==> src/rtl/membus_arbiter_if.sv <==
// Shared device-bus bundle: two master request/response channels, the device side and arbiter status.
// slave is the arbiter's view; master is the view of whoever drives the requests and models the device.
interface membus_arbiter_if #(
  parameter int AW = 32,
  parameter int DW = 32
);

  logic          m0_req;
  logic          m0_we;
  logic          m0_lock;
  logic [AW-1:0] m0_addr;
  logic [DW-1:0] m0_wdata;
  logic          m0_ack;
  logic [DW-1:0] m0_rdata;

  logic          m1_req;
  logic          m1_we;
  logic          m1_lock;
  logic [AW-1:0] m1_addr;
  logic [DW-1:0] m1_wdata;
  logic          m1_ack;
  logic [DW-1:0] m1_rdata;

  logic          dev_read;
  logic          dev_write;
  logic [AW-1:0] dev_addr;
  logic [DW-1:0] dev_wdata;
  logic [DW-1:0] dev_rdata;

  logic          owner;
  logic          busy;

  modport slave (
    input  m0_req, m0_we, m0_lock, m0_addr, m0_wdata,
    output m0_ack, m0_rdata,
    input  m1_req, m1_we, m1_lock, m1_addr, m1_wdata,
    output m1_ack, m1_rdata,
    output dev_read, dev_write, dev_addr, dev_wdata,
    input  dev_rdata,
    output owner, busy
  );

  modport master (
    output m0_req, m0_we, m0_lock, m0_addr, m0_wdata,
    input  m0_ack, m0_rdata,
    output m1_req, m1_we, m1_lock, m1_addr, m1_wdata,
    input  m1_ack, m1_rdata,
    input  dev_read, dev_write, dev_addr, dev_wdata,
    output dev_rdata,
    input  owner, busy
  );

endinterface

==> src/rtl/membus_arbiter.sv <==
// Two-master arbiter for the device bus: round-robin with bounded lock bursts, all outputs registered.
// Grant at the sampling edge, device strobe the next cycle, ack the cycle after; a losing request stays pending.
module membus_arbiter #(
  parameter int AW        = 32,
  parameter int DW        = 32,
  parameter int MAX_BURST = 4
) (
  input  logic            clk,
  input  logic            reset,
  membus_arbiter_if.slave bus
);

  typedef enum logic [1:0] {
    IDLE   = 2'd0,
    ACCESS = 2'd1,
    RESP   = 2'd2
  } state_t;

  localparam logic [3:0] BURST_MAX = 4'(MAX_BURST);

  state_t        state;
  state_t        state_nxt;

  logic          grant;
  logic          win;
  logic          win_we;
  logic          win_lock;
  logic          other_req;
  logic [AW-1:0] win_addr;
  logic [DW-1:0] win_wdata;

  logic          read_q,  read_nxt;
  logic          write_q, write_nxt;
  logic          ack0_q,  ack0_nxt;
  logic          ack1_q,  ack1_nxt;
  logic          owner_q, owner_nxt;
  logic          busy_q,  busy_nxt;
  logic          we_l,    we_nxt;
  logic          lock_l,  lock_nxt;
  logic [3:0]    burst_cnt, burst_nxt;
  logic [AW-1:0] addr_q,  addr_nxt;
  logic [DW-1:0] wdata_q, wdata_nxt;
  logic [DW-1:0] rdata_q, rdata_nxt;

  assign win_we    = win ? bus.m1_we    : bus.m0_we;
  assign win_lock  = win ? bus.m1_lock  : bus.m0_lock;
  assign win_addr  = win ? bus.m1_addr  : bus.m0_addr;
  assign win_wdata = win ? bus.m1_wdata : bus.m0_wdata;
  assign other_req = win ? bus.m0_req   : bus.m1_req;

  always_ff @(posedge clk) begin
    if (!reset) begin
      state <= IDLE;
    end else begin
      state <= state_nxt;
    end
  end

  // The owner keeps the bus on a tie only while its last access was locked and its burst budget remains.
  always_comb begin
    state_nxt = state;
    grant     = 1'b0;
    win       = 1'b0;
    unique case (state)
      IDLE: begin
        grant = bus.m0_req | bus.m1_req;
        if (bus.m0_req && bus.m1_req) begin
          win = (lock_l && (burst_cnt < BURST_MAX)) ? owner_q : ~owner_q;
        end else begin
          win = bus.m1_req;
        end
        if (grant) begin
          state_nxt = ACCESS;
        end
      end
      ACCESS:  state_nxt = RESP;
      RESP:    state_nxt = IDLE;
      default: state_nxt = IDLE;
    endcase
  end

  always_comb begin
    read_nxt  = 1'b0;
    write_nxt = 1'b0;
    ack0_nxt  = 1'b0;
    ack1_nxt  = 1'b0;
    busy_nxt  = 1'b0;
    owner_nxt = owner_q;
    we_nxt    = we_l;
    lock_nxt  = lock_l;
    burst_nxt = burst_cnt;
    addr_nxt  = addr_q;
    wdata_nxt = wdata_q;
    rdata_nxt = rdata_q;
    unique case (state)
      IDLE: begin
        if (grant) begin
          owner_nxt = win;
          we_nxt    = win_we;
          lock_nxt  = win_lock;
          addr_nxt  = win_addr;
          wdata_nxt = win_wdata;
          read_nxt  = ~win_we;
          write_nxt = win_we;
          busy_nxt  = 1'b1;
          // Bursts only count while the other master is actually waiting.
          if (!other_req) begin
            burst_nxt = 4'd0;
          end else if ((win == owner_q) && win_lock) begin
            burst_nxt = burst_cnt + 4'd1;
          end else begin
            burst_nxt = 4'd1;
          end
        end
      end
      ACCESS: begin
        rdata_nxt = we_l ? '0 : bus.dev_rdata;
        ack0_nxt  = ~owner_q;
        ack1_nxt  = owner_q;
        busy_nxt  = 1'b1;
      end
      RESP: begin
        busy_nxt = 1'b0;
      end
      default: begin
        busy_nxt = 1'b0;
      end
    endcase
  end

  always_ff @(posedge clk) begin
    if (!reset) begin
      read_q    <= 1'b0;
      write_q   <= 1'b0;
      ack0_q    <= 1'b0;
      ack1_q    <= 1'b0;
      owner_q   <= 1'b1;
      busy_q    <= 1'b0;
      we_l      <= 1'b0;
      lock_l    <= 1'b0;
      burst_cnt <= 4'd0;
      addr_q    <= '0;
      wdata_q   <= '0;
      rdata_q   <= '0;
    end else begin
      read_q    <= read_nxt;
      write_q   <= write_nxt;
      ack0_q    <= ack0_nxt;
      ack1_q    <= ack1_nxt;
      owner_q   <= owner_nxt;
      busy_q    <= busy_nxt;
      we_l      <= we_nxt;
      lock_l    <= lock_nxt;
      burst_cnt <= burst_nxt;
      addr_q    <= addr_nxt;
      wdata_q   <= wdata_nxt;
      rdata_q   <= rdata_nxt;
    end
  end

  assign bus.dev_read  = read_q;
  assign bus.dev_write = write_q;
  assign bus.dev_addr  = addr_q;
  assign bus.dev_wdata = wdata_q;
  assign bus.m0_ack    = ack0_q;
  assign bus.m1_ack    = ack1_q;
  assign bus.m0_rdata  = rdata_q;
  assign bus.m1_rdata  = rdata_q;
  assign bus.owner     = owner_q;
  assign bus.busy      = busy_q;

  strobe_exclusive: assert property (@(posedge clk) !(read_q && write_q));
  strobe_in_access: assert property (@(posedge clk) (read_q || write_q) |-> (state == ACCESS));
  ack_exclusive:    assert property (@(posedge clk) !(ack0_q && ack1_q));

endmodule
==> src/flat_wrapper.sv <==
// flat-port wrapper written by rule: the top's interface ports become plain ports
module membus_arbiter_flat 
#(
  parameter int AW        = 32,
  parameter int DW        = 32,
  parameter int MAX_BURST = 4
)
  (clk, reset, bus_m0_req, bus_m0_we, bus_m0_lock, bus_m0_addr, bus_m0_wdata, bus_m0_ack, bus_m0_rdata, bus_m1_req, bus_m1_we, bus_m1_lock, bus_m1_addr, bus_m1_wdata, bus_m1_ack, bus_m1_rdata, bus_dev_read, bus_dev_write, bus_dev_addr, bus_dev_wdata, bus_dev_rdata, bus_owner, bus_busy);
  membus_arbiter_if #(.AW(AW), .DW(DW)) bus_i ();
  input  logic clk;
  input  logic reset;
  input wire logic [$bits(bus_i.m0_req)-1:0] bus_m0_req;
  input wire logic [$bits(bus_i.m0_we)-1:0] bus_m0_we;
  input wire logic [$bits(bus_i.m0_lock)-1:0] bus_m0_lock;
  input wire logic [$bits(bus_i.m0_addr)-1:0] bus_m0_addr;
  input wire logic [$bits(bus_i.m0_wdata)-1:0] bus_m0_wdata;
  output wire logic [$bits(bus_i.m0_ack)-1:0] bus_m0_ack;
  output wire logic [$bits(bus_i.m0_rdata)-1:0] bus_m0_rdata;
  input wire logic [$bits(bus_i.m1_req)-1:0] bus_m1_req;
  input wire logic [$bits(bus_i.m1_we)-1:0] bus_m1_we;
  input wire logic [$bits(bus_i.m1_lock)-1:0] bus_m1_lock;
  input wire logic [$bits(bus_i.m1_addr)-1:0] bus_m1_addr;
  input wire logic [$bits(bus_i.m1_wdata)-1:0] bus_m1_wdata;
  output wire logic [$bits(bus_i.m1_ack)-1:0] bus_m1_ack;
  output wire logic [$bits(bus_i.m1_rdata)-1:0] bus_m1_rdata;
  output wire logic [$bits(bus_i.dev_read)-1:0] bus_dev_read;
  output wire logic [$bits(bus_i.dev_write)-1:0] bus_dev_write;
  output wire logic [$bits(bus_i.dev_addr)-1:0] bus_dev_addr;
  output wire logic [$bits(bus_i.dev_wdata)-1:0] bus_dev_wdata;
  input wire logic [$bits(bus_i.dev_rdata)-1:0] bus_dev_rdata;
  output wire logic [$bits(bus_i.owner)-1:0] bus_owner;
  output wire logic [$bits(bus_i.busy)-1:0] bus_busy;
  assign bus_i.m0_req = bus_m0_req;
  assign bus_i.m0_we = bus_m0_we;
  assign bus_i.m0_lock = bus_m0_lock;
  assign bus_i.m0_addr = bus_m0_addr;
  assign bus_i.m0_wdata = bus_m0_wdata;
  assign bus_m0_ack = bus_i.m0_ack;
  assign bus_m0_rdata = bus_i.m0_rdata;
  assign bus_i.m1_req = bus_m1_req;
  assign bus_i.m1_we = bus_m1_we;
  assign bus_i.m1_lock = bus_m1_lock;
  assign bus_i.m1_addr = bus_m1_addr;
  assign bus_i.m1_wdata = bus_m1_wdata;
  assign bus_m1_ack = bus_i.m1_ack;
  assign bus_m1_rdata = bus_i.m1_rdata;
  assign bus_dev_read = bus_i.dev_read;
  assign bus_dev_write = bus_i.dev_write;
  assign bus_dev_addr = bus_i.dev_addr;
  assign bus_dev_wdata = bus_i.dev_wdata;
  assign bus_i.dev_rdata = bus_dev_rdata;
  assign bus_owner = bus_i.owner;
  assign bus_busy = bus_i.busy;
  membus_arbiter #(.AW(AW), .DW(DW), .MAX_BURST(MAX_BURST)) u_core (.clk(clk), .reset(reset), .bus(bus_i));
endmodule
==> config.mk <==
export PLATFORM = sky130hd
export DESIGN_NAME = membus_arbiter_flat
export DESIGN_NICKNAME = d
export VERILOG_FILES = /design/src/rtl/membus_arbiter_if.sv /design/src/rtl/membus_arbiter.sv /design/src/flat_wrapper.sv
export SDC_FILE = /design/constraint.sdc
export NUM_CORES = 1
export LEC_CHECK = 0
export ABC_AREA = 1
export CORE_AREA = 5 5 115 117
export CTS_BUF_LIST = sky130_fd_sc_hd__clkbuf_2 sky130_fd_sc_hd__clkbuf_4 sky130_fd_sc_hd__clkbuf_8
export DETAILED_ROUTE_END_ITERATION = 8
export DIE_AREA = 0 0 120 122
export MAX_ROUTING_LAYER = met4
export PLACE_DENSITY = 0.88
export SLEW_MARGIN = 10
export SYNTH_ARGS = -nofsm -noshare
export SYNTH_HDL_FRONTEND = slang
export SYNTH_SLANG_ARGS = --single-unit
export TNS_END_PERCENT = 5
==> constraint.sdc <==
create_clock -name clk -period 3.81 [get_ports clk]
set_input_delay 0.9525 -clock clk [delete_from_list [all_inputs] [get_ports clk]]
set_output_delay 0.9525 -clock clk [all_outputs]
set_load 0.02 [all_outputs]
==> metrics.md <==
| Metric | Value |
|---|---|
| Outcome | finished clean |
| Initial antenna violation count | 0 |
| Hold crit path type | flop to flop |
| R2R setup slack | 1.86 ns |
| Sequential fraction of the synthesis area | 0.493 |
| Most frequent cell after synthesis | nand2_1 |
| Main combinational cell family by area after synthesis | simple AND/OR/NAND/NOR gates |
| Clk buf depth | 2 |
| # hold bufs at CTS | 0 |
| Critical Path Max Stage Delay | 0.51 ns |
| TritonCTS clock tree | built |
| Synth Area in Compound Gates | 0.189 |
| Slowest CP cell | clkdlybuf4s50_1 |
| Syn Nets | 759 |
| # DRC | 0 |
| Core footprint | 12300 µm² |
| Tot GR Track Use | 0.202 |
| Commonest cells post-synth | nand2_1, dfxtp_1, o21ai_1 |
| Vias in the first global route | 4518 |
| Ys flop type | dfxtp_1 |
| Clk network pwr share | 0.228 |
| Setup bufs post-CTS | 0 |
| TritonCTS buffer count | 9 |
| Initial core utilization | 0.365 |
| Ports | 302 |
| Remaining Overflow, GRT | 0 |
| Top-area cell type share of the netlist area | 0.493 |
| Static leakage | 0.00273 µW |
| Htree depth | 3 |
| Worst slew pin tran | 1.03 ns |
| First-pass GRT wire length | 22800 µm |
| PD cells | 381 nW/µm² |
| F_max | 0.395 GHz |
| Ys async rst share | 0 |
| Pint | 1970 µW |
| RSZ-0062 raised after global routing | false |
| Final Hold Viols | 0 |
| Number of synthesized flops with an enable pin | 0 |
| Total of max-cap violations | 0 |
| Final worst-path cycle share | 0.665 |
| Largest net degree at the start of global routing | 68 |
| Gate power share | 0.309 |
| Reg clk slew, reported paths | 0.10 ns |
| Post-DRT Antenna Nets | 0 |
| Startpoint Class | input pin |
| Maximum vdd drop | 182 µV |
| Antenna diodes | 0 |
| # setup viols final | 0 |
| Vias post-DR | 4809 |
| Pins Over Slew Limit | 0 |
| Post-synth top area cell | dfxtp_1 |
| Syn avg cell area | 7.58 µm² |
| Final Skew | 0.0147 ns |
| Crit path required time | 4.10 ns |
| Simple-gate share of the synthesized area | 0.208 |
| Final WL | 15200 µm |
| CP max FO | 67 |
| Dpl ws | 0.899 ns |
| Clock net sink count | 110 |
| Clock Latency Late Sink | 0.36 ns |
| Worst Path Arrival | 2.82 ns |
| DRT iter0 DRCs | 256 |
| Die Y | 122 µm |
| Worst Setup Slack, final | 1.28 ns |
| Die Area | 14600 µm² |
| Clock Tree Root | clkbuf_8 |
| Max-slew headroom | 0.314 |
| Post-layout min period | 2.53 ns |
| Fin nets | 1006 |
| Synth Cell Area | 4470 µm² |
| GPL Wtd Cong | 0.834 |
| Setup TNS Final | 0 ns |
| Flop pwr share | 0.463 |
| Vias/cell | 4.85 |
| Syn Inst Count | 590 |
| Post-synthesis register bit count | 110 |
| Final Core Density | 0.612 |
| Multiplexer area fraction after synthesis | 0 |
| Cell Chain, Critical Path | clkdlybuf4s50_1 > inv_2 > nor2_4 > buf_4 > o21ai_0 > o21ai_1 |
| # rows | 41 |
| Ys Warns | 0 |
| XOR/XNOR share of the synthesized area | 0.00196 |
| Initial DRT Pass Iterations | 4 |
| Resized cells post-CTS | 0 |
| Sw Share | 0.311 |
| Synth-to-layout area growth | 67.8% |
| Area contributors post-synth | dfxtp_1, o21ai_1, nand2_1 |
| Wirelength per Cell | 15.4 µm |
| PortBufs | 301 |
| Crit path kind | input pin to flop |
| Total net switching power | 887 µW |
| Share of cells above drive strength 1 | 0.0369 |
| Dpl hpwl | 11500 µm |
| Die Wd | 120 µm |
| CP endpoint kind | flop |
| Adder-cell share of the synthesized area | 0.00280 |
| Distinct cells, synth | 26 |
## stage by stage
| stage | instance area, µm² | total power (µW) | instances | hold slack (ns) |
|---|---|---|---|---|
| floorplan | 4470 | 1770 | 590 | 0.417 |
| global placement | 7330 | 2220 | 976 | 0.431 |
| detailed placement | 7330 | 2240 | 976 | 0.437 |
| CTS | 7500 | 2890 | 991 | 0.454 |
| global route | 7500 | 3000 | 991 | 0.479 |
| finish | 7500 | 2850 | 991 | 0.458 |
## power by group through the flow
stage,Combinational (µW),Sequential [µW],Clock [µW]
2_1_floorplan,300,1470,0
3_3_place_gp,877,1340,0
3_5_place_dp,889,1350,0
4_1_cts,893,1320,672
5_1_grt,943,1340,722
6_report,883,1320,650
## metal layers
layer  track usage  part of all wire  up-vias
li1              -                 -     2406
met1         0.206              0.37     2151
met2         0.358              0.50      225
met3        0.0761              0.10       27
met4        0.0666             0.025        0
met5             -                 0        -
## worst paths after layout
check	endpoint	start	cells after the start
setup / recovery	u_core.bus.dev_wdata[28]$_SDFFE_PN0P_	reset	6
hold / removal	u_core.burst_cnt[3]$_SDFFE_PN0P_	u_core.burst_cnt[3]$_SDFFE_PN0P_	2
setup reg to reg	u_core.bus.dev_wdata[28]$_SDFFE_PN0P_	u_core.state[1]$_SDFFE_PN0P_	7
hold reg to reg	u_core.burst_cnt[3]$_SDFFE_PN0P_	u_core.burst_cnt[3]$_SDFFE_PN0P_	2
## final cells by class
type,instances,area [µm²]
Multi-Input combinational cell,397,1810
Clock buffer,12,153
Inverter,12,45.0
Clock inverter,3,21.3
Fill cell,1083,4760
Sequential cell,110,2200
Tap cell,150,188
Timing Repair Buffer,307,3080
## flip-flops by register name (all words and copies together) (netlist names), 2 cells and up
register	count
u_core.bus.dev_wdata	32
u_core.bus.m0_rdata	32
u_core.bus.dev_addr	32
u_core.state	2
u_core.burst_cnt	4
## cells by family after synthesis
group	count (synthesis)
buffers and inverters	83
DFF	110
and+or+nand+nor	229
AOI/OAI and AO/OA	166
xor gates and xnor gates	1
adders and majority gates	1
## worst max-delay path: cells and delay by family
kind	cells	cell delay, ns
and+or+nand+nor	1	0.17
AOI/OAI and AO/OA	2	0.38
buffers and inverters	3	1.27
## placed cells by master (no fill, tap or decap), types with 2 or more instances in the layout
cell type        Yosys  final
buf_4               35      4
a21oi_1             32     32
dfxtp_1            110    110
clkbuf_8             0     10
inv_2                4      4
inv_1                8      8
nor2_1              72     70
nor2_2               1      2
nand3_1             37     37
clkbuf_4             0      2
o21ai_1             88     88
clkdlybuf4s50_1      0    301
nand2_1            112    112
o21ai_0             43     43
nand4_1              2      2
nor2_4               1      2
buf_12               0      2
No activity file was read; power rests on OpenSTA's default activity.
